$ cat src/rtl/clock_divider_pkg.sv
// Shared constants and helpers for the multi-channel clock divider.
package clock_divider_pkg;

   // System clock frequency in Hz.
   localparam int unsigned CLK_FREQ = 12_000_000;

   // Half-period in clk cycles for an output frequency of hz.
   function automatic int unsigned hz_to_half(input int unsigned hz);
      return CLK_FREQ / hz / 2;
   endfunction

endpackage

$ cat src/rtl/clock_divider_channel.sv
// One divider channel: half-period counter, active and shadow half-period,
// pending flag, divided clock and rising-edge pulse.
module clock_divider_channel
   import clock_divider_pkg::*;
#(
   parameter int unsigned CNT_W        = 24,
   parameter int unsigned DEFAULT_HALF = 6_000_000
) (
   input  logic             clk,
   input  logic             rst,
   input  logic             enable,
   input  logic             resync,
   input  logic             load,
   input  logic [CNT_W-1:0] load_half,
   output logic             div_clk,
   output logic             div_pulse,
   output logic             pending
);

   localparam logic [CNT_W-1:0] RST_HALF = DEFAULT_HALF[CNT_W-1:0];

   logic [CNT_W-1:0] cnt;
   logic [CNT_W-1:0] half;
   logic [CNT_W-1:0] shadow;
   logic [CNT_W-1:0] last;
   logic             wrap;

   // Terminal count; a half-period of 0 behaves like 1 (toggle every cycle).
   always_comb begin
      last = (half == '0) ? '0 : half - CNT_W'(1);
      wrap = (cnt == last);
   end

   // Counter, half-period update and registered outputs.
   always_ff @(posedge clk) begin
      if (rst) begin
         cnt       <= '0;
         half      <= RST_HALF;
         shadow    <= RST_HALF;
         pending   <= 1'b0;
         div_clk   <= 1'b0;
         div_pulse <= 1'b0;
      end else if (resync) begin
         cnt       <= '0;
         div_clk   <= 1'b0;
         div_pulse <= 1'b0;
         pending   <= 1'b0;
         // A load coinciding with resync takes effect at once.
         if (load) begin
            half   <= load_half;
            shadow <= load_half;
         end else if (pending) begin
            half <= shadow;
         end
      end else begin
         div_pulse <= 1'b0;
         if (!enable) begin
            // Idle channel: apply a waiting value now, keep div_clk level.
            if (pending) begin
               half    <= shadow;
               cnt     <= '0;
               pending <= 1'b0;
            end
         end else if (wrap) begin
            cnt       <= '0;
            div_clk   <= ~div_clk;
            div_pulse <= ~div_clk;
            // Swap only at the falling wrap so the running period completes.
            if (div_clk && pending) begin
               half    <= shadow;
               pending <= 1'b0;
            end
         end else begin
            cnt <= cnt + CNT_W'(1);
         end
         // A new load lands after any apply above, so it stays pending.
         if (load) begin
            shadow  <= load_half;
            pending <= 1'b1;
         end
      end
   end

endmodule

$ cat src/rtl/clock_divider_multi.sv
// Multi-channel clock divider: load decode and resync fan-out to channels.
module clock_divider_multi
   import clock_divider_pkg::*;
#(
   parameter int unsigned CHANNELS     = 4,
   parameter int unsigned CNT_W        = 24,
   parameter int unsigned DEFAULT_HALF = hz_to_half(1),
   localparam int unsigned CH_W        = (CHANNELS > 1) ? $clog2(CHANNELS) : 1
) (
   input  logic                clk,
   input  logic                rst,
   input  logic [CHANNELS-1:0] enable,
   input  logic                resync,
   input  logic                load,
   input  logic [CH_W-1:0]     load_ch,
   input  logic [CNT_W-1:0]    load_half,
   output logic [CHANNELS-1:0] div_clk,
   output logic [CHANNELS-1:0] div_pulse,
   output logic [CHANNELS-1:0] pending
);

   for (genvar i = 0; i < CHANNELS; i++) begin : g_ch
      localparam logic [CH_W-1:0] IDX = CH_W'(i);
      logic hit;

      // Out-of-range channel numbers match no channel and are dropped.
      assign hit = load && (load_ch == IDX);

      clock_divider_channel #(
         .CNT_W        (CNT_W),
         .DEFAULT_HALF (DEFAULT_HALF)
      ) u_ch (
         .clk       (clk),
         .rst       (rst),
         .enable    (enable[i]),
         .resync    (resync),
         .load      (hit),
         .load_half (load_half),
         .div_clk   (div_clk[i]),
         .div_pulse (div_pulse[i]),
         .pending   (pending[i])
      );
   end

endmodule
$ cat config.mk
export PLATFORM = sky130hd
export DESIGN_NAME = clock_divider_multi
export DESIGN_NICKNAME = d
export VERILOG_FILES = /design/src/rtl/clock_divider_pkg.sv /design/src/rtl/clock_divider_channel.sv /design/src/rtl/clock_divider_multi.sv
export SDC_FILE = /design/constraint.sdc
export NUM_CORES = 1
export LEC_CHECK = 0
export BUFFER_PORTS_ARGS = -buffer_cell sky130_fd_sc_hd__buf_2
export CAP_MARGIN = 40
export CELL_PAD_IN_SITES_DETAIL_PLACEMENT = 0
export CELL_PAD_IN_SITES_GLOBAL_PLACEMENT = 1
export CORE_UTILIZATION = 48
export DETAILED_ROUTE_END_ITERATION = 10
export PLACE_DENSITY_LB_ADDON = 0.05
export SLEW_MARGIN = 0
export SYNTH_ARGS = -nofsm -noshare
export SYNTH_HDL_FRONTEND = slang
export SYNTH_SLANG_ARGS = --single-unit
$ cat constraint.sdc
create_clock -name clk -period 4.46 [get_ports clk]
set_input_delay 0.446 -clock clk [delete_from_list [all_inputs] [get_ports clk]]
set_output_delay 0.446 -clock clk [all_outputs]
set_load 0.01 [all_outputs]
# After elaboration in Yosys (flattened, before gate mapping)
# Cells that the tools add are included.
dict set report totals {
  ff_bits 300
  input_bits 34
  word_cells 157
}
dict set report op_classes {
  n_addsub 8
  eq_ne 23
  n_mux 56
  bitwise 12
  n_reduce_logical 34
}
# operator count
set op_table {}
lappend op_table {{2-to-1 mux 24 bit} 40}
lappend op_table {{adder 24 x 1 -> 24 bit (second input constant)} 4}
lappend op_table {{== test 24 bit} 4}
lappend op_table {{logical NOT 24 bit} 4}
lappend op_table {{subtractor 24 x 1 -> 24 bit (second input constant)} 4}
lappend op_table {{inequality test 3 x 1 -> 1 bit (second input constant)} 16}
lappend op_table {{AND reduction 2 bit} 12}
lappend op_table {{2-to-1 mux 1 bit} 16}
lappend op_table {{OR reduction 4 bit} 4}
lappend op_table {{NOT 1 bit} 12}
lappend op_table {{logical AND 1 bit} 8}
lappend op_table {{nonzero test 2 bit} 4}
lappend op_table {{== test 2 bit (second input constant)} 2}
lappend op_table {{== test 2 x 1 -> 1 bit (second input constant)} 1}
lappend op_table {{logical NOT 2 bit} 1}
lappend op_table {{OR reduction 2 bit} 1}

# Depth between registers and ports, before layout
# Gate-level depths: netlist (run 1).
dict set report logic_depth {
  ltp_word 6
  mapped_depth 15
}

# Modules after synthesis
# Synthesis (run 1) repeated with hierarchy kept, for this count alone.
dict set report hier_totals {
  cells_unflattened 2832
  hier_area_um2 21798.4
}
# module instances cells_each area_per_inst_um2 seq_area_each_um2
set by_module_without_submodules {}
lappend by_module_without_submodules {{clock_divider_channel (g_ch[0].u_ch ...)} 2 707 5445.2 1501.4}
lappend by_module_without_submodules {{clock_divider_channel (g_ch[2].u_ch ...)} 2 707 5435.2 1501.4}
lappend by_module_without_submodules {clock_divider_multi 1 4 37.5 0.0}

# Least setup slack after synthesis (run 1)
# Ideal clock, no wire load.
dict set report synth_path {
  path_type {reg2reg}
  start {register g_ch[2].u_ch.half[0]}
  end {register g_ch[2].u_ch.half[12]}
  setup_time_ns 0.123
  arrival_time_ns 3.608
  required_ns 4.337
  path_slack_ns 0.728
  stages_incl_launch_ff 14
  cell_sequence {dfxtp_1 -> inv_1 -> ha_1 -> or3b_1 -> clkbuf_1 -> or4b_1 -> or4b_1 -> a21o_1 -> o211ai_1 -> nor4_2 -> and4_4 -> a311oi_4 -> buf_6 -> mux2_1}
}
dict set report synth_between {
  elab_chain_len 5
  elab_cells_between_ends 6
  classes_between {add/sub: 1; eq/ne: 2; mux: 1; reduce/logical: 2}
}
# element line_no
set synth_rtl {}
lappend synth_rtl {{start, declared} clock_divider_channel.sv:23} ;# logic [CNT_W-1:0] half;
lappend synth_rtl {{start signal, assigned} clock_divider_channel.sv:50} ;# half <= load_half;
lappend synth_rtl {{start signal, assigned} clock_divider_channel.sv:53} ;# half <= shadow;
lappend synth_rtl {{start signal, assigned} clock_divider_channel.sv:60} ;# half <= shadow;
lappend synth_rtl {{subtractor 24 x 1 -> 24 bit / logical NOT 24 bit (equally long branches)} clock_divider_channel.sv:30} ;# last = (half == '0) ? '0 : half - CNT_W'(1);
lappend synth_rtl {{2-to-1 mux 24 bit *} clock_divider_channel.sv:30}
lappend synth_rtl {{== test 24 bit *} clock_divider_channel.sv:31} ;# wrap = (cnt == last);
lappend synth_rtl {{inequality test 3 x 1 -> 1 bit (no source line) *} -}
lappend synth_rtl {{AND reduction 2 bit (no source line) *} -}
# Mark *: on every way between the ends. The rest lies on a longest branch, timed or not.
# A chain may end at the register's enable or synchronous reset.

# Worst setup path in the final report (run 1)
dict set report layout_path {
  start {register g_ch[1].u_ch.half[0]}
  end {register g_ch[1].u_ch.half[17]}
}
dict set report layout_between {
  elab_chain_len 5
  elab_cells_between_ends 6
  classes_between {add/sub: 1; eq/ne: 2; mux: 1; reduce/logical: 2}
}
# element line_no
set layout_rtl {}
lappend layout_rtl {{start, declared} clock_divider_channel.sv:23}
lappend layout_rtl {{start signal, assigned} clock_divider_channel.sv:50}
lappend layout_rtl {{start signal, assigned} clock_divider_channel.sv:53}
lappend layout_rtl {{start signal, assigned} clock_divider_channel.sv:60}
lappend layout_rtl {{subtractor 24 x 1 -> 24 bit / logical NOT 24 bit (equally long branches)} clock_divider_channel.sv:30}
lappend layout_rtl {{2-to-1 mux 24 bit *} clock_divider_channel.sv:30}
lappend layout_rtl {{== test 24 bit *} clock_divider_channel.sv:31}
lappend layout_rtl {{inequality test 3 x 1 -> 1 bit (no source line) *} -}
lappend layout_rtl {{AND reduction 2 bit (no source line) *} -}
# Marked as above.

==> reports/qor.json, run 1 <==
{
  "tritoncts": {"value": "done"},
  "synthToLayoutAreaGrowth": {"value": 8.860, "unit": "%"},
  "tritoncts.num_buffers": {"value": 37},
  "hold_class": {"value": "input pin to register"},
  "muxShareOfSynthArea": {"value": 9.692, "unit": "%"},
  "timing_worst_slew_pin_value": {"value": 0.9503, "unit": "ns"},
  "worst-path-max-fanout": {"value": 29},
  "design_power_total": {"value": 6.950, "unit": "mW"},
  "detailed_place.area": {"value": 21520, "unit": "sq um"},
  "synth_enable_flop_cells": {"value": 0},
  "worst_ep_required_time": {"value": 4.90, "unit": "ns"},
  "total_switching_power": {"value": 1.965, "unit": "mW"},
  "synth_cell_types": {"value": 94},
  "worstSkewPairLatency": {"value": 0.57, "unit": "ns"},
  "rows": {"value": 76},
  "total_detailed_routing_wirelength": {"value": 64.25, "unit": "mm"},
  "p_per_area": {"value": 305.3, "unit": "nW/um^2"},
  "pwr-share-clk": {"value": 45.0, "unit": "%"},
  "total_of_flip_flops_plus_latches_after_synthesis": {"value": 300},
  "run_status": {"value": "completed"},
  "synth-compound-area-share": {"value": 20.17, "unit": "%"},
  "int_pwr": {"value": 4.985, "unit": "mW"},
  "cts_resized": {"value": 0},
  "final_hold_viol_count": {"value": 0},
  "global_route_wire_length_before_repair": {"value": 102.6, "unit": "mm"},
  "finalWorstSetupSlack": {"value": 0.3825, "unit": "ns"},
  "grt_start_max_net_pins": {"value": 196},
  "floorplan.die_area": {"value": 44410, "unit": "sq um"},
  "mostFrequentLayoutCells": {"value": "sky130_fd_sc_hd__nand2_1 (366), sky130_fd_sc_hd__dfxtp_1 (296), sky130_fd_sc_hd__nor2_1 (276), sky130_fd_sc_hd__a21oi_1 (231), sky130_fd_sc_hd__o21ai_0 (227)"},
  "origin_of_the_worst_setup_path": {"value": "g_ch[1].u_ch.half[0]"},
  "die_height": {"value": 210.7, "unit": "microns"},
  "maxCapViolations": {"value": 0},
  "setup-violations-final": {"value": 0},
  "cp_data_arrival_time": {"value": 4.51, "unit": "ns"},
  "fin_crit_sh": {"value": 91.42, "unit": "%"},
  "gr-usage-all-layers": {"value": 28.71, "unit": "%"},
  "synthFlopType": {"value": "sky130_fd_sc_hd__dfxtp_1"},
  "worst_slew_margin_rel": {"value": 36.64, "unit": "%"},
  "final_net_count": {"value": 2778},
  "swShare": {"value": 28.27, "unit": "%"},
  "area_inside_the_core_boundary": {"value": 42980, "unit": "sq um"},
  "timing.hold.ws": {"value": 0.2205, "unit": "ns"},
  "crit_end": {"value": "g_ch[1].u_ch.half[17]"},
  "antennaDiodeCount": {"value": 0},
  "combinational_family_with_the_most_area_after_synthesis": {"value": "simple AND/OR/NAND/NOR gates"},
  "clock.fmax": {"value": 245.3, "unit": "MHz"},
  "place_inst": {"value": 3282},
  "ant_nets": {"value": 0},
  "cts.htree.levels": {"value": 2},
  "layout.core_utilization": {"value": 52.97, "unit": "%"},
  "netlist_area": {"value": 20910, "unit": "sq um"},
  "initial_utilization": {"value": 48.66, "unit": "%"},
  "cts_hold_repair.buffers": {"value": 0},
  "rsz0062_at_grt": {"value": "no"},
  "place_ws": {"value": 0.4062, "unit": "ns"},
  "seqPwrFrac": {"value": 41.6, "unit": "%"},
  "drt_iter0_drc": {"value": 1334},
  "path_clk_slew": {"value": 0.06, "unit": "ns"},
  "post_synth_and_or_nand_nor_area_fraction": {"value": 27.71, "unit": "%"},
  "route.detailed.wl_per_inst": {"value": 19.18, "unit": "microns"},
  "power.ir.vdd_worst": {"value": 295.0, "unit": "uV"},
  "gpl.final_weighted_congestion": {"value": 0.9102},
  "synthesis.instances": {"value": 2830},
  "numPortBuffers": {"value": 45},
  "maximum_clock_insertion_buffer_count": {"value": 3},
  "setup-tns-final": {"value": 0, "unit": "ns"},
  "ios": {"value": 46},
  "report.final.slew_viol_count": {"value": 0},
  "drt-pass1-iter-count": {"value": 7},
  "r2r_start": {"value": "g_ch[1].u_ch.half[0]"},
  "final_layout_size_suffix_gt1_share": {"value": 9.656, "unit": "%"},
  "postLayoutCellArea": {"value": 22770, "unit": "sq um"},
  "vias": {"value": 20090},
  "crit_path_end_kind": {"value": "register"},
  "finalCriticalPeriod": {"value": 4.077, "unit": "ns"},
  "sequential_cell_area_fraction_in_the_yosys_report": {"value": 28.72, "unit": "%"},
  "yosysWarningCount": {"value": 0},
  "worst-r2r-cell-count": {"value": 12},
  "grt_antenna_before_repair": {"value": 1},
  "root_buffer_cell": {"value": "sky130_fd_sc_hd__clkbuf_16"},
  "synth_xor_xnor_area_share": {"value": 7.089, "unit": "%"},
  "drt-vias-per-instance": {"value": 5.998},
  "path_class": {"value": "register to register"},
  "worst_clock_skew": {"value": 0.01980, "unit": "ns"},
  "clock_sink_count": {"value": 300},
  "layoutNonFillerInstCount": {"value": 3350},
  "async_reset_ff_share": {"value": 0, "unit": "%"},
  "setup_slack_of_the_worst_register_to_register_path": {"value": 0.38, "unit": "ns"},
  "globalRouteOverflowTotal": {"value": 0},
  "vias_in_the_first_global_route": {"value": 18730},
  "post-dp-hpwl": {"value": 44.07, "unit": "mm"},
  "synth_area_per_cell": {"value": 7.390, "unit": "sq um"},
  "fraction_of_power_consumed_by_combinational_cells": {"value": 13.4, "unit": "%"},
  "p_leak": {"value": 7.734, "unit": "nW"},
  "number_of_post_cts_setup_repair_buffers": {"value": 0},
  "die_x": {"value": 210.7, "unit": "microns"},
  "synth_fp_nets": {"value": 2872},
  "most_frequent_standard_cell_in_the_layout_excluding_fill_and_tap_cells": {"value": "sky130_fd_sc_hd__nand2_1"},
  "synth-adder-area-share": {"value": 0.4786, "unit": "%"},
  "startpoint_type": {"value": "register"},
  "crit-reg2reg-capture": {"value": "g_ch[1].u_ch.half[17]"},
  "drcViolationCount": {"value": 0}
}
## sequential cells by signal, indices dropped and copies added, names as in the netlist
name / flops
g_ch.u_ch.div_clk: 4
g_ch.u_ch.half: 96
g_ch.u_ch.shadow: 96
g_ch.u_ch.cnt: 96
g_ch.u_ch.pending: 4
g_ch.u_ch.div_pulse: 4
## cell type report
| cell class | instances | area, sq um |
|---|---|---|
| clock buffers | 56 | 1130 |
| clock inverters | 12 | 120.1 |
| fillers | 4202 | 20210 |
| inverters | 55 | 206.4 |
| multi-input cells | 2218 | 13660 |
| flip-flops and latches | 300 | 6011 |
| well taps | 585 | 732.0 |
| repair buffers | 124 | 904.6 |
## logic make-up (layout without fill, tap and decap cells)
kind of cell / count (synthesis) / in the layout
muxes: 195 / 195
AOI/OAI and AO/OA: 691 / 691
and+or+nand+nor: 1161 / 1161
xor gates and xnor gates: 163 / 163
buffers and inverters: 312 / 247
DFF: 300 / 300
adders and majority gates: 8 / 8
## power groups by stage
stage / Clock [mW] / Sequential, mW / Combinational [mW]
final: 3.13 / 2.89 / 0.931
after global routing: 3.30 / 2.91 / 1.03
after CTS: 3.20 / 2.89 / 0.929
after detailed placement: 0 / 2.95 / 0.925
after global placement: 0 / 2.94 / 0.903
after floorplan: 0 / 2.88 / 0.704
## critical path, stage by stage, from the launching register on
cell and delay [ns]:
sky130_fd_sc_hd__dfxtp_1 0.38, sky130_fd_sc_hd__inv_1 0.13, sky130_fd_sc_hd__ha_1 0.20, sky130_fd_sc_hd__or3b_2 0.57, sky130_fd_sc_hd__nor4_4 0.45, sky130_fd_sc_hd__a31oi_1 0.19, sky130_fd_sc_hd__or4_1 0.52, sky130_fd_sc_hd__a211oi_1 0.41
sky130_fd_sc_hd__o211ai_1 0.18, sky130_fd_sc_hd__nor4_2 0.41, sky130_fd_sc_hd__buf_12 0.23, sky130_fd_sc_hd__nor2_4 0.12, sky130_fd_sc_hd__mux2i_1 0.14
## worst min path at each step
stage / start / end / slack [ns] / cells past startpoint
2_1_floorplan: g_ch[0].u_ch.shadow[0] / g_ch[0].u_ch.shadow[0] / 0.44 / 2
3_3_place_gp: g_ch[3].u_ch.shadow[4] / g_ch[3].u_ch.shadow[4] / 0.45 / 2
3_5_place_dp: g_ch[3].u_ch.shadow[14] / g_ch[3].u_ch.shadow[14] / 0.46 / 2
4_1_cts: load_half[14] / g_ch[0].u_ch.shadow[14] / 0.19 / 3
5_1_grt: load_half[14] / g_ch[0].u_ch.shadow[14] / 0.21 / 3
6_report: load_half[14] / g_ch[0].u_ch.shadow[14] / 0.22 / 3
## synthesized netlist by cell type, types with 6 or more instances
| master | instances | area, sq um |
|---|---|---|
| sky130_fd_sc_hd__inv_1 | 55 | 206.5 |
| sky130_fd_sc_hd__and3_1 | 28 | 175.2 |
| sky130_fd_sc_hd__o21ai_0 | 227 | 1136 |
| sky130_fd_sc_hd__nand2_1 | 366 | 1374 |
| sky130_fd_sc_hd__o211ai_1 | 28 | 210.2 |
| sky130_fd_sc_hd__nor2b_1 | 50 | 312.8 |
| sky130_fd_sc_hd__o2111ai_1 | 10 | 87.58 |
| sky130_fd_sc_hd__nand3b_1 | 35 | 262.8 |
| sky130_fd_sc_hd__o41ai_1 | 15 | 131.4 |
| sky130_fd_sc_hd__nor4_1 | 48 | 300.3 |
| sky130_fd_sc_hd__or2_2 | 15 | 93.84 |
| sky130_fd_sc_hd__and4_1 | 14 | 122.6 |
| sky130_fd_sc_hd__clkbuf_1 | 200 | 750.7 |
| sky130_fd_sc_hd__mux2_4 | 7 | 105.1 |
| sky130_fd_sc_hd__xor2_1 | 75 | 656.9 |
| sky130_fd_sc_hd__a22oi_1 | 6 | 45.04 |
| sky130_fd_sc_hd__a31oi_1 | 7 | 43.79 |
| sky130_fd_sc_hd__o22ai_1 | 7 | 43.79 |
| sky130_fd_sc_hd__xnor2_1 | 84 | 735.7 |
| sky130_fd_sc_hd__o21a_1 | 6 | 45.04 |
| sky130_fd_sc_hd__nor3b_1 | 6 | 45.04 |
| sky130_fd_sc_hd__or3_1 | 28 | 175.2 |
| sky130_fd_sc_hd__nor2_1 | 280 | 1051 |
| sky130_fd_sc_hd__mux2i_1 | 156 | 1562 |
| sky130_fd_sc_hd__nand3_1 | 60 | 300.3 |
| sky130_fd_sc_hd__a211oi_1 | 43 | 322.8 |
| sky130_fd_sc_hd__mux2_2 | 21 | 236.5 |
| sky130_fd_sc_hd__nand2b_1 | 18 | 112.6 |
| sky130_fd_sc_hd__buf_2 | 17 | 85.08 |
| sky130_fd_sc_hd__or4_1 | 29 | 217.7 |
| sky130_fd_sc_hd__a211o_1 | 16 | 140.1 |
| sky130_fd_sc_hd__ha_1 | 8 | 100.1 |
| sky130_fd_sc_hd__dfxtp_1 | 300 | 6006 |
| sky130_fd_sc_hd__nand4_1 | 44 | 275.3 |
| sky130_fd_sc_hd__o31a_1 | 7 | 61.31 |
| sky130_fd_sc_hd__nor3_1 | 75 | 375.4 |
| sky130_fd_sc_hd__mux2_1 | 11 | 123.9 |
| sky130_fd_sc_hd__nor4_2 | 6 | 75.07 |
| sky130_fd_sc_hd__a21oi_1 | 231 | 1156 |
| sky130_fd_sc_hd__and2_1 | 20 | 125.1 |
| sky130_fd_sc_hd__nand4b_1 | 9 | 78.83 |
| sky130_fd_sc_hd__o31ai_1 | 18 | 135.1 |
| sky130_fd_sc_hd__buf_4 | 14 | 105.1 |
| sky130_fd_sc_hd__o32ai_1 | 8 | 70.07 |
| sky130_fd_sc_hd__buf_1 | 20 | 75.07 |
## layer usage
layer	vias to the layer above	GRT usage, %	part of all wire, %
met5	-	0	0.020
met4	2	11.62	4.0
met3	113	3.747	4.8
met2	490	46.69	45
met1	9587	38.35	46
li1	9900	-	-
Note: power is estimated with default switching activity, not from simulation.
==> inputs of run 2 (changes only) <==
--- a/config.mk
+++ b/config.mk
@@ -11,7 +11,7 @@
 export CELL_PAD_IN_SITES_GLOBAL_PLACEMENT = 1
 export CORE_UTILIZATION = 48
 export DETAILED_ROUTE_END_ITERATION = 10
-export PLACE_DENSITY_LB_ADDON = 0.05
+export PLACE_DENSITY_LB_ADDON = 0.1
 export SLEW_MARGIN = 0
 export SYNTH_ARGS = -nofsm -noshare
 export SYNTH_HDL_FRONTEND = slang
==> run 2 against run 1 <==
Sequential cell count is the same. Non-clock buffer count down 12. Worst hold slack improved by 0.0046 ns. Critical path depth unchanged. Power is 3.8% lower. Register-to-register slack about the same. Maximum frequency increased by 0.21%. Count of clock-buffer cells in the layout is 5 lower. Global-route usage shrank 0.60 points. Cell area shrank 0.87%. Largest power group is now sequential cells.
==> reports/qor.json, run 2 (synthesis results as in run 1) <==
{
  "run_status": {"value": "completed"},
  "root_buffer_cell": {"value": "sky130_fd_sc_hd__clkbuf_16"},
  "layoutNonFillerInstCount": {"value": 3332},
  "cts_hold_repair.buffers": {"value": 0},
  "most_frequent_standard_cell_in_the_layout_excluding_fill_and_tap_cells": {"value": "sky130_fd_sc_hd__nand2_1"},
  "setup-tns-final": {"value": 0, "unit": "ns"},
  "slowest_delay": {"value": 0.55, "unit": "ns"},
  "worst-path-max-fanout": {"value": 24},
  "drcViolationCount": {"value": 0},
  "globalRouteOverflowTotal": {"value": 0},
  "timing.hold.ws": {"value": 0.2251, "unit": "ns"},
  "hold_class": {"value": "input pin to register"},
  "final_layout_size_suffix_gt1_share": {"value": 8.958, "unit": "%"},
  "die_height": {"value": 210.7, "unit": "microns"},
  "maximum_clock_insertion_buffer_count": {"value": 3},
  "path_class": {"value": "register to register"},
  "area_inside_the_core_boundary": {"value": 42980, "unit": "sq um"},
  "finalCriticalPeriod": {"value": 4.069, "unit": "ns"},
  "grt_antenna_before_repair": {"value": 3},
  "design_power_total": {"value": 6.688, "unit": "mW"},
  "initial_utilization": {"value": 48.66, "unit": "%"},
  "worst_clock_skew": {"value": 0.02283, "unit": "ns"},
  "pwr-share-clk": {"value": 42.9, "unit": "%"},
  "startpoint_type": {"value": "register"},
  "reg_top3": {"value": "g_ch.u_ch.cnt: 96 flops, g_ch.u_ch.half: 96 flops, g_ch.u_ch.shadow: 96 flops"},
  "gr-usage-all-layers": {"value": 28.11, "unit": "%"},
  "crit_path_end_kind": {"value": "register"},
  "vias": {"value": 19930},
  "gpl.final_weighted_congestion": {"value": 0.9269},
  "worstSkewPairLatency": {"value": 0.57, "unit": "ns"},
  "post-dp-hpwl": {"value": 43.34, "unit": "mm"},
  "synthToLayoutAreaGrowth": {"value": 7.909, "unit": "%"},
  "maxCapViolations": {"value": 0},
  "seqPwrFrac": {"value": 43.4, "unit": "%"},
  "number_of_post_cts_setup_repair_buffers": {"value": 0},
  "drt_iter0_drc": {"value": 1402},
  "fin_crit_sh": {"value": 91.23, "unit": "%"},
  "worst_ep_required_time": {"value": 4.90, "unit": "ns"},
  "swShare": {"value": 28.83, "unit": "%"},
  "final_net_count": {"value": 2765},
  "cts_resized": {"value": 0},
  "setup-violations-final": {"value": 0},
  "rsz0062_at_grt": {"value": "no"},
  "clock.fmax": {"value": 245.8, "unit": "MHz"},
  "grt_start_max_net_pins": {"value": 194},
  "power.ir.vdd_worst": {"value": 242.6, "unit": "uV"},
  "ant_nets": {"value": 0},
  "int_pwr": {"value": 4.760, "unit": "mW"},
  "timing_worst_slew_pin_value": {"value": 0.9297, "unit": "ns"},
  "final_hold_viol_count": {"value": 0},
  "fraction_of_power_consumed_by_combinational_cells": {"value": 13.7, "unit": "%"},
  "worst_slew_margin_rel": {"value": 37.84, "unit": "%"},
  "multiInputGateArea": {"value": 13660, "unit": "sq um"},
  "total_switching_power": {"value": 1.928, "unit": "mW"},
  "vias_in_the_first_global_route": {"value": 18220},
  "die_x": {"value": 210.7, "unit": "microns"},
  "p_leak": {"value": 7.612, "unit": "nW"},
  "drt-pass1-iter-count": {"value": 6},
  "global_route_wire_length_before_repair": {"value": 100.3, "unit": "mm"},
  "sequential_cell_area": {"value": 6011, "unit": "sq um"},
  "ios": {"value": 46},
  "numPortBuffers": {"value": 45},
  "cts.htree.levels": {"value": 2},
  "cp_data_arrival_time": {"value": 4.51, "unit": "ns"},
  "p_per_area": {"value": 296.3, "unit": "nW/um^2"},
  "crit_chain": {"value": "inv_1, ha_1, or3b_1, or4b_1, or4_1, and3_1, o211ai_2, nor4_2, and4_4, a311oi_4, buf_4, mux2_2"},
  "tritoncts": {"value": "done"},
  "fillerInstances": {"value": 4220},
  "route.detailed.wl_per_inst": {"value": 19.02, "unit": "microns"},
  "mostFrequentLayoutCells": {"value": "sky130_fd_sc_hd__nand2_1 (366), sky130_fd_sc_hd__dfxtp_1 (296), sky130_fd_sc_hd__nor2_1 (276), sky130_fd_sc_hd__a21oi_1 (231), sky130_fd_sc_hd__o21ai_0 (227)"},
  "floorplan.die_area": {"value": 44410, "unit": "sq um"},
  "total_detailed_routing_wirelength": {"value": 63.37, "unit": "mm"},
  "drt-vias-per-instance": {"value": 5.980},
  "rows": {"value": 76},
  "path_clk_slew": {"value": 0.06, "unit": "ns"},
  "cpMaxStageDelayCell": {"value": "sky130_fd_sc_hd__or4b_1"},
  "clock_sink_count": {"value": 300},
  "place_inst": {"value": 3270},
  "report.final.slew_viol_count": {"value": 0},
  "tritoncts.num_buffers": {"value": 36}
}
[run 2: critical path: cells and delay by family (launching register included)]
family                     cells  cell delay (ns)
AOI/OAI and AO/OA              2             0.48
adders and majority gates      1             0.20
buffers and inverters          2             0.54
DFF                            1             0.37
muxes                          1             0.38
and+or+nand+nor                6             1.95
[run 2: area by class of cell]
type	instances	share of cell area, %
flip-flops and latches	300	26.63
well taps	585	3.243
repair buffers	112	3.776
inverters	55	0.9148
clock inverters	10	0.3659
multi-input cells	2218	60.54
diodes	1	0.01109
clock buffers	51	4.513
[run 2: layer usage]
layer  vias to the layer above  track usage [%]  routed length (microns)
li1                       9863                -                        -
met1                      9488            37.83                    29160
met2                       452            44.57                    28480
met3                       122            3.643                     2929
met4                         2            13.22                     2786
met5                         -                0                       13
[run 2: worst paths after layout]
path | startpoint | to | slack (ns) | depth (start not counted)
min | load_half[14] | g_ch[3].u_ch.shadow[14] | 0.23 | 3
min reg2reg | g_ch[0].u_ch.shadow[0] | g_ch[0].u_ch.shadow[0] | 0.46 | 2
max reg2reg | g_ch[2].u_ch.half[0] | g_ch[2].u_ch.half[2] | 0.39 | 12
max | g_ch[2].u_ch.half[0] | g_ch[2].u_ch.half[2] | 0.39 | 12
[run 2: stage by stage]
step                instance area [sq um]  util (%)  setup WS, ns
finish                              22570     52.51        0.3910
global route                        22570     52.50        0.1498
CTS                                 22570     52.50        0.3842
detailed placement                  21460     49.94        0.4196
global placement                    21350     49.67        0.4379
floorplan                           20910         -        0.7283
[run 2: power by group through the flow]
stage / sequential, mW / clock [mW] / combinational, mW
floorplan: 2.88 / 0 / 0.704
global placement: 2.95 / 0 / 0.886
detailed placement: 2.96 / 0 / 0.911
CTS: 2.90 / 2.94 / 0.916
global route: 2.91 / 3.05 / 1.01
finish: 2.90 / 2.87 / 0.919
==> inputs of run 3 (changes only) <==
--- a/config.mk
+++ b/config.mk
@@ -7,11 +7,9 @@
 export LEC_CHECK = 0
 export BUFFER_PORTS_ARGS = -buffer_cell sky130_fd_sc_hd__buf_2
 export CAP_MARGIN = 40
-export CELL_PAD_IN_SITES_DETAIL_PLACEMENT = 0
-export CELL_PAD_IN_SITES_GLOBAL_PLACEMENT = 1
-export CORE_UTILIZATION = 48
+export CORE_UTILIZATION = 60
 export DETAILED_ROUTE_END_ITERATION = 10
-export PLACE_DENSITY_LB_ADDON = 0.1
+export PLACE_DENSITY = 0.77
 export SLEW_MARGIN = 0
 export SYNTH_ARGS = -nofsm -noshare
 export SYNTH_HDL_FRONTEND = slang
==> run 3 against run 2 <==
Die area decreased by 20%. Via count grew 2.7%. Setup slack improved by 0.044 ns. Register-to-register slack improved by 0.04 ns. Wire length shrank 5.0%. Non-clock buffer count is 2 lower. Cell area shrank 0.51%. Worst hold slack gained 0.041 ns. Power rose by 3.0%. Combinational power is 1% lower. Count of clock-buffer cells in the layout grew 1. Cell count is 4.0% lower. Critical path type unchanged. Largest power group is now the clock network.
==> reports/qor.json, run 3 (synthesis results as in run 1) <==
{
  "global_route_wire_length_before_repair": {"value": 96.74, "unit": "mm"},
  "route.detailed.wl_per_inst": {"value": 18.81, "unit": "microns"},
  "crit_path_end_kind": {"value": "register"},
  "multiInputGateArea": {"value": 13660, "unit": "sq um"},
  "p_per_area": {"value": 306.7, "unit": "nW/um^2"},
  "sequential_cell_area": {"value": 6011, "unit": "sq um"},
  "p_leak": {"value": 7.643, "unit": "nW"},
  "worst_ep_required_time": {"value": 4.88, "unit": "ns"},
  "cts_hold_repair.buffers": {"value": 0},
  "crit_chain": {"value": "or4_1, or4b_1, or4_1, and3_1, o211ai_2, nor4_2, and4_4, a311oi_4, buf_6, mux2_1"},
  "synthToLayoutAreaGrowth": {"value": 7.359, "unit": "%"},
  "clock_sink_count": {"value": 300},
  "drt-pass1-iter-count": {"value": 6},
  "slowest_delay": {"value": 0.61, "unit": "ns"},
  "antennaDiodeCount": {"value": 0},
  "r2r_start": {"value": "g_ch[2].u_ch.half[9]"},
  "timing_worst_slew_pin_value": {"value": 0.9029, "unit": "ns"},
  "gpl.final_weighted_congestion": {"value": 0.9491},
  "rsz0062_at_grt": {"value": "no"},
  "setup-tns-final": {"value": 0, "unit": "ns"},
  "worst-path-max-fanout": {"value": 12},
  "setup-violations-final": {"value": 0},
  "hold_path.startpoint": {"value": "load_half[14]"},
  "run_status": {"value": "completed"},
  "gr-usage-all-layers": {"value": 32.93, "unit": "%"},
  "initial_utilization": {"value": 60.69, "unit": "%"},
  "cpMaxStageDelayCell": {"value": "sky130_fd_sc_hd__or4b_1"},
  "maximum_clock_insertion_buffer_count": {"value": 3},
  "drcViolationCount": {"value": 0},
  "rows": {"value": 68},
  "post-dp-hpwl": {"value": 41.33, "unit": "mm"},
  "die_x": {"value": 188.7, "unit": "microns"},
  "most_frequent_standard_cell_in_the_layout_excluding_fill_and_tap_cells": {"value": "sky130_fd_sc_hd__nand2_1"},
  "origin_of_the_worst_setup_path": {"value": "g_ch[2].u_ch.half[9]"},
  "cpMostUsedCell": {"value": "sky130_fd_sc_hd__or4_1"},
  "report.final.slew_viol_count": {"value": 0},
  "fillerInstances": {"value": 3025},
  "layout.core_utilization": {"value": 65.16, "unit": "%"},
  "grt_antenna_before_repair": {"value": 1},
  "tritoncts.num_buffers": {"value": 35},
  "mostFrequentLayoutCells": {"value": "sky130_fd_sc_hd__nand2_1 (366), sky130_fd_sc_hd__dfxtp_1 (296), sky130_fd_sc_hd__nor2_1 (276), sky130_fd_sc_hd__a21oi_1 (231), sky130_fd_sc_hd__o21ai_0 (227)"},
  "final_net_count": {"value": 2762},
  "final_layout_size_suffix_gt1_share": {"value": 9.071, "unit": "%"},
  "vias_in_the_first_global_route": {"value": 18640},
  "hold_class": {"value": "input pin to register"},
  "drt_iter0_drc": {"value": 1954},
  "path_class": {"value": "register to register"},
  "maxCapViolations": {"value": 0},
  "numPortBuffers": {"value": 45},
  "total_detailed_routing_wirelength": {"value": 60.19, "unit": "mm"},
  "finalCriticalPeriod": {"value": 4.025, "unit": "ns"},
  "drt-vias-per-instance": {"value": 6.398},
  "tritoncts": {"value": "done"},
  "cts.htree.levels": {"value": 2},
  "clock.fmax": {"value": 248.4, "unit": "MHz"},
  "die_height": {"value": 188.7, "unit": "microns"},
  "cts_resized": {"value": 0},
  "fin_crit_sh": {"value": 90.25, "unit": "%"},
  "vias": {"value": 20470},
  "final_hold_viol_count": {"value": 0},
  "grt_start_max_net_pins": {"value": 191},
  "ant_nets": {"value": 0},
  "number_of_post_cts_setup_repair_buffers": {"value": 0},
  "ios": {"value": 46},
  "path_clk_slew": {"value": 0.06, "unit": "ns"},
  "area_inside_the_core_boundary": {"value": 34460, "unit": "sq um"},
  "floorplan.die_area": {"value": 35610, "unit": "sq um"},
  "cp_data_arrival_time": {"value": 4.44, "unit": "ns"},
  "worstSkewPairLatency": {"value": 0.53, "unit": "ns"},
  "worst_clock_skew": {"value": 0.01266, "unit": "ns"},
  "root_buffer_cell": {"value": "sky130_fd_sc_hd__clkbuf_16"},
  "startpoint_type": {"value": "register"},
  "globalRouteOverflowTotal": {"value": 0},
  "worst_slew_margin_rel": {"value": 39.81, "unit": "%"},
  "reg_top3": {"value": "g_ch.u_ch.cnt: 96 flops, g_ch.u_ch.half: 96 flops, g_ch.u_ch.shadow: 96 flops"},
  "power.ir.vdd_worst": {"value": 328.5, "unit": "uV"}
}
run 3: layout make-up:
type                    instances  area share, %
repair buffers                110          3.422
clock inverters                10         0.6799
inverters                      55         0.9195
multi-input cells            2218          60.85
well taps                     455          2.536
clock buffers                  52          4.820
flip-flops and latches        300          26.77
run 3: per-layer routing:
layer  track usage (%)  wire length [microns]  vias up  part of all wire (%)
met5                 0                     13        -                 0.022
met4             14.49                   2589        2                   4.3
met1             43.68                  26400     9792                    44
met3             3.744                   3589      137                   6.0
met2             53.79                  27600      678                    46
li1                  -                      -     9863                     -
run 3: metrics by stage:
step	instance area, sq um	hold WS (ns)	instances	worst slack (ns)	total power, mW
3_5_place_dp	21220	0.4570	3138	0.4648	3.844
6_report	22450	0.2656	3200	0.4348	6.886
2_1_floorplan	20910	0.4448	2830	0.7283	3.584
4_1_cts	22450	0.2432	3200	0.4546	6.906
3_3_place_gp	21170	0.4512	3134	0.2488	3.807
5_1_grt	22450	0.2831	3200	0.2253	7.123
run 3: power by group:
group,internal (mW),total (mW),switching [mW]
clock network,1.91,3.08,1.17
registers,2.77,2.90,0.132
logic,0.343,0.910,0.567
run 3: path summary, 6_finish.rpt:
kind,endpoint,slack (ns),depth (start not counted)
hold reg to reg,g_ch[0].u_ch.shadow[0],0.47,2
setup / recovery,g_ch[2].u_ch.half[13],0.43,10
setup reg to reg,g_ch[2].u_ch.half[13],0.43,10
hold / removal,g_ch[2].u_ch.shadow[14],0.27,3
run 3: worst max-delay path, delay by kind of cell (launching register included):
| family | cells | cell delay, ns |
|---|---|---|
| and+or+nand+nor | 6 | 2.13 |
| buffers and inverters | 1 | 0.25 |
| AOI/OAI and AO/OA | 2 | 0.76 |
| muxes | 1 | 0.35 |
| DFF | 1 | 0.39 |
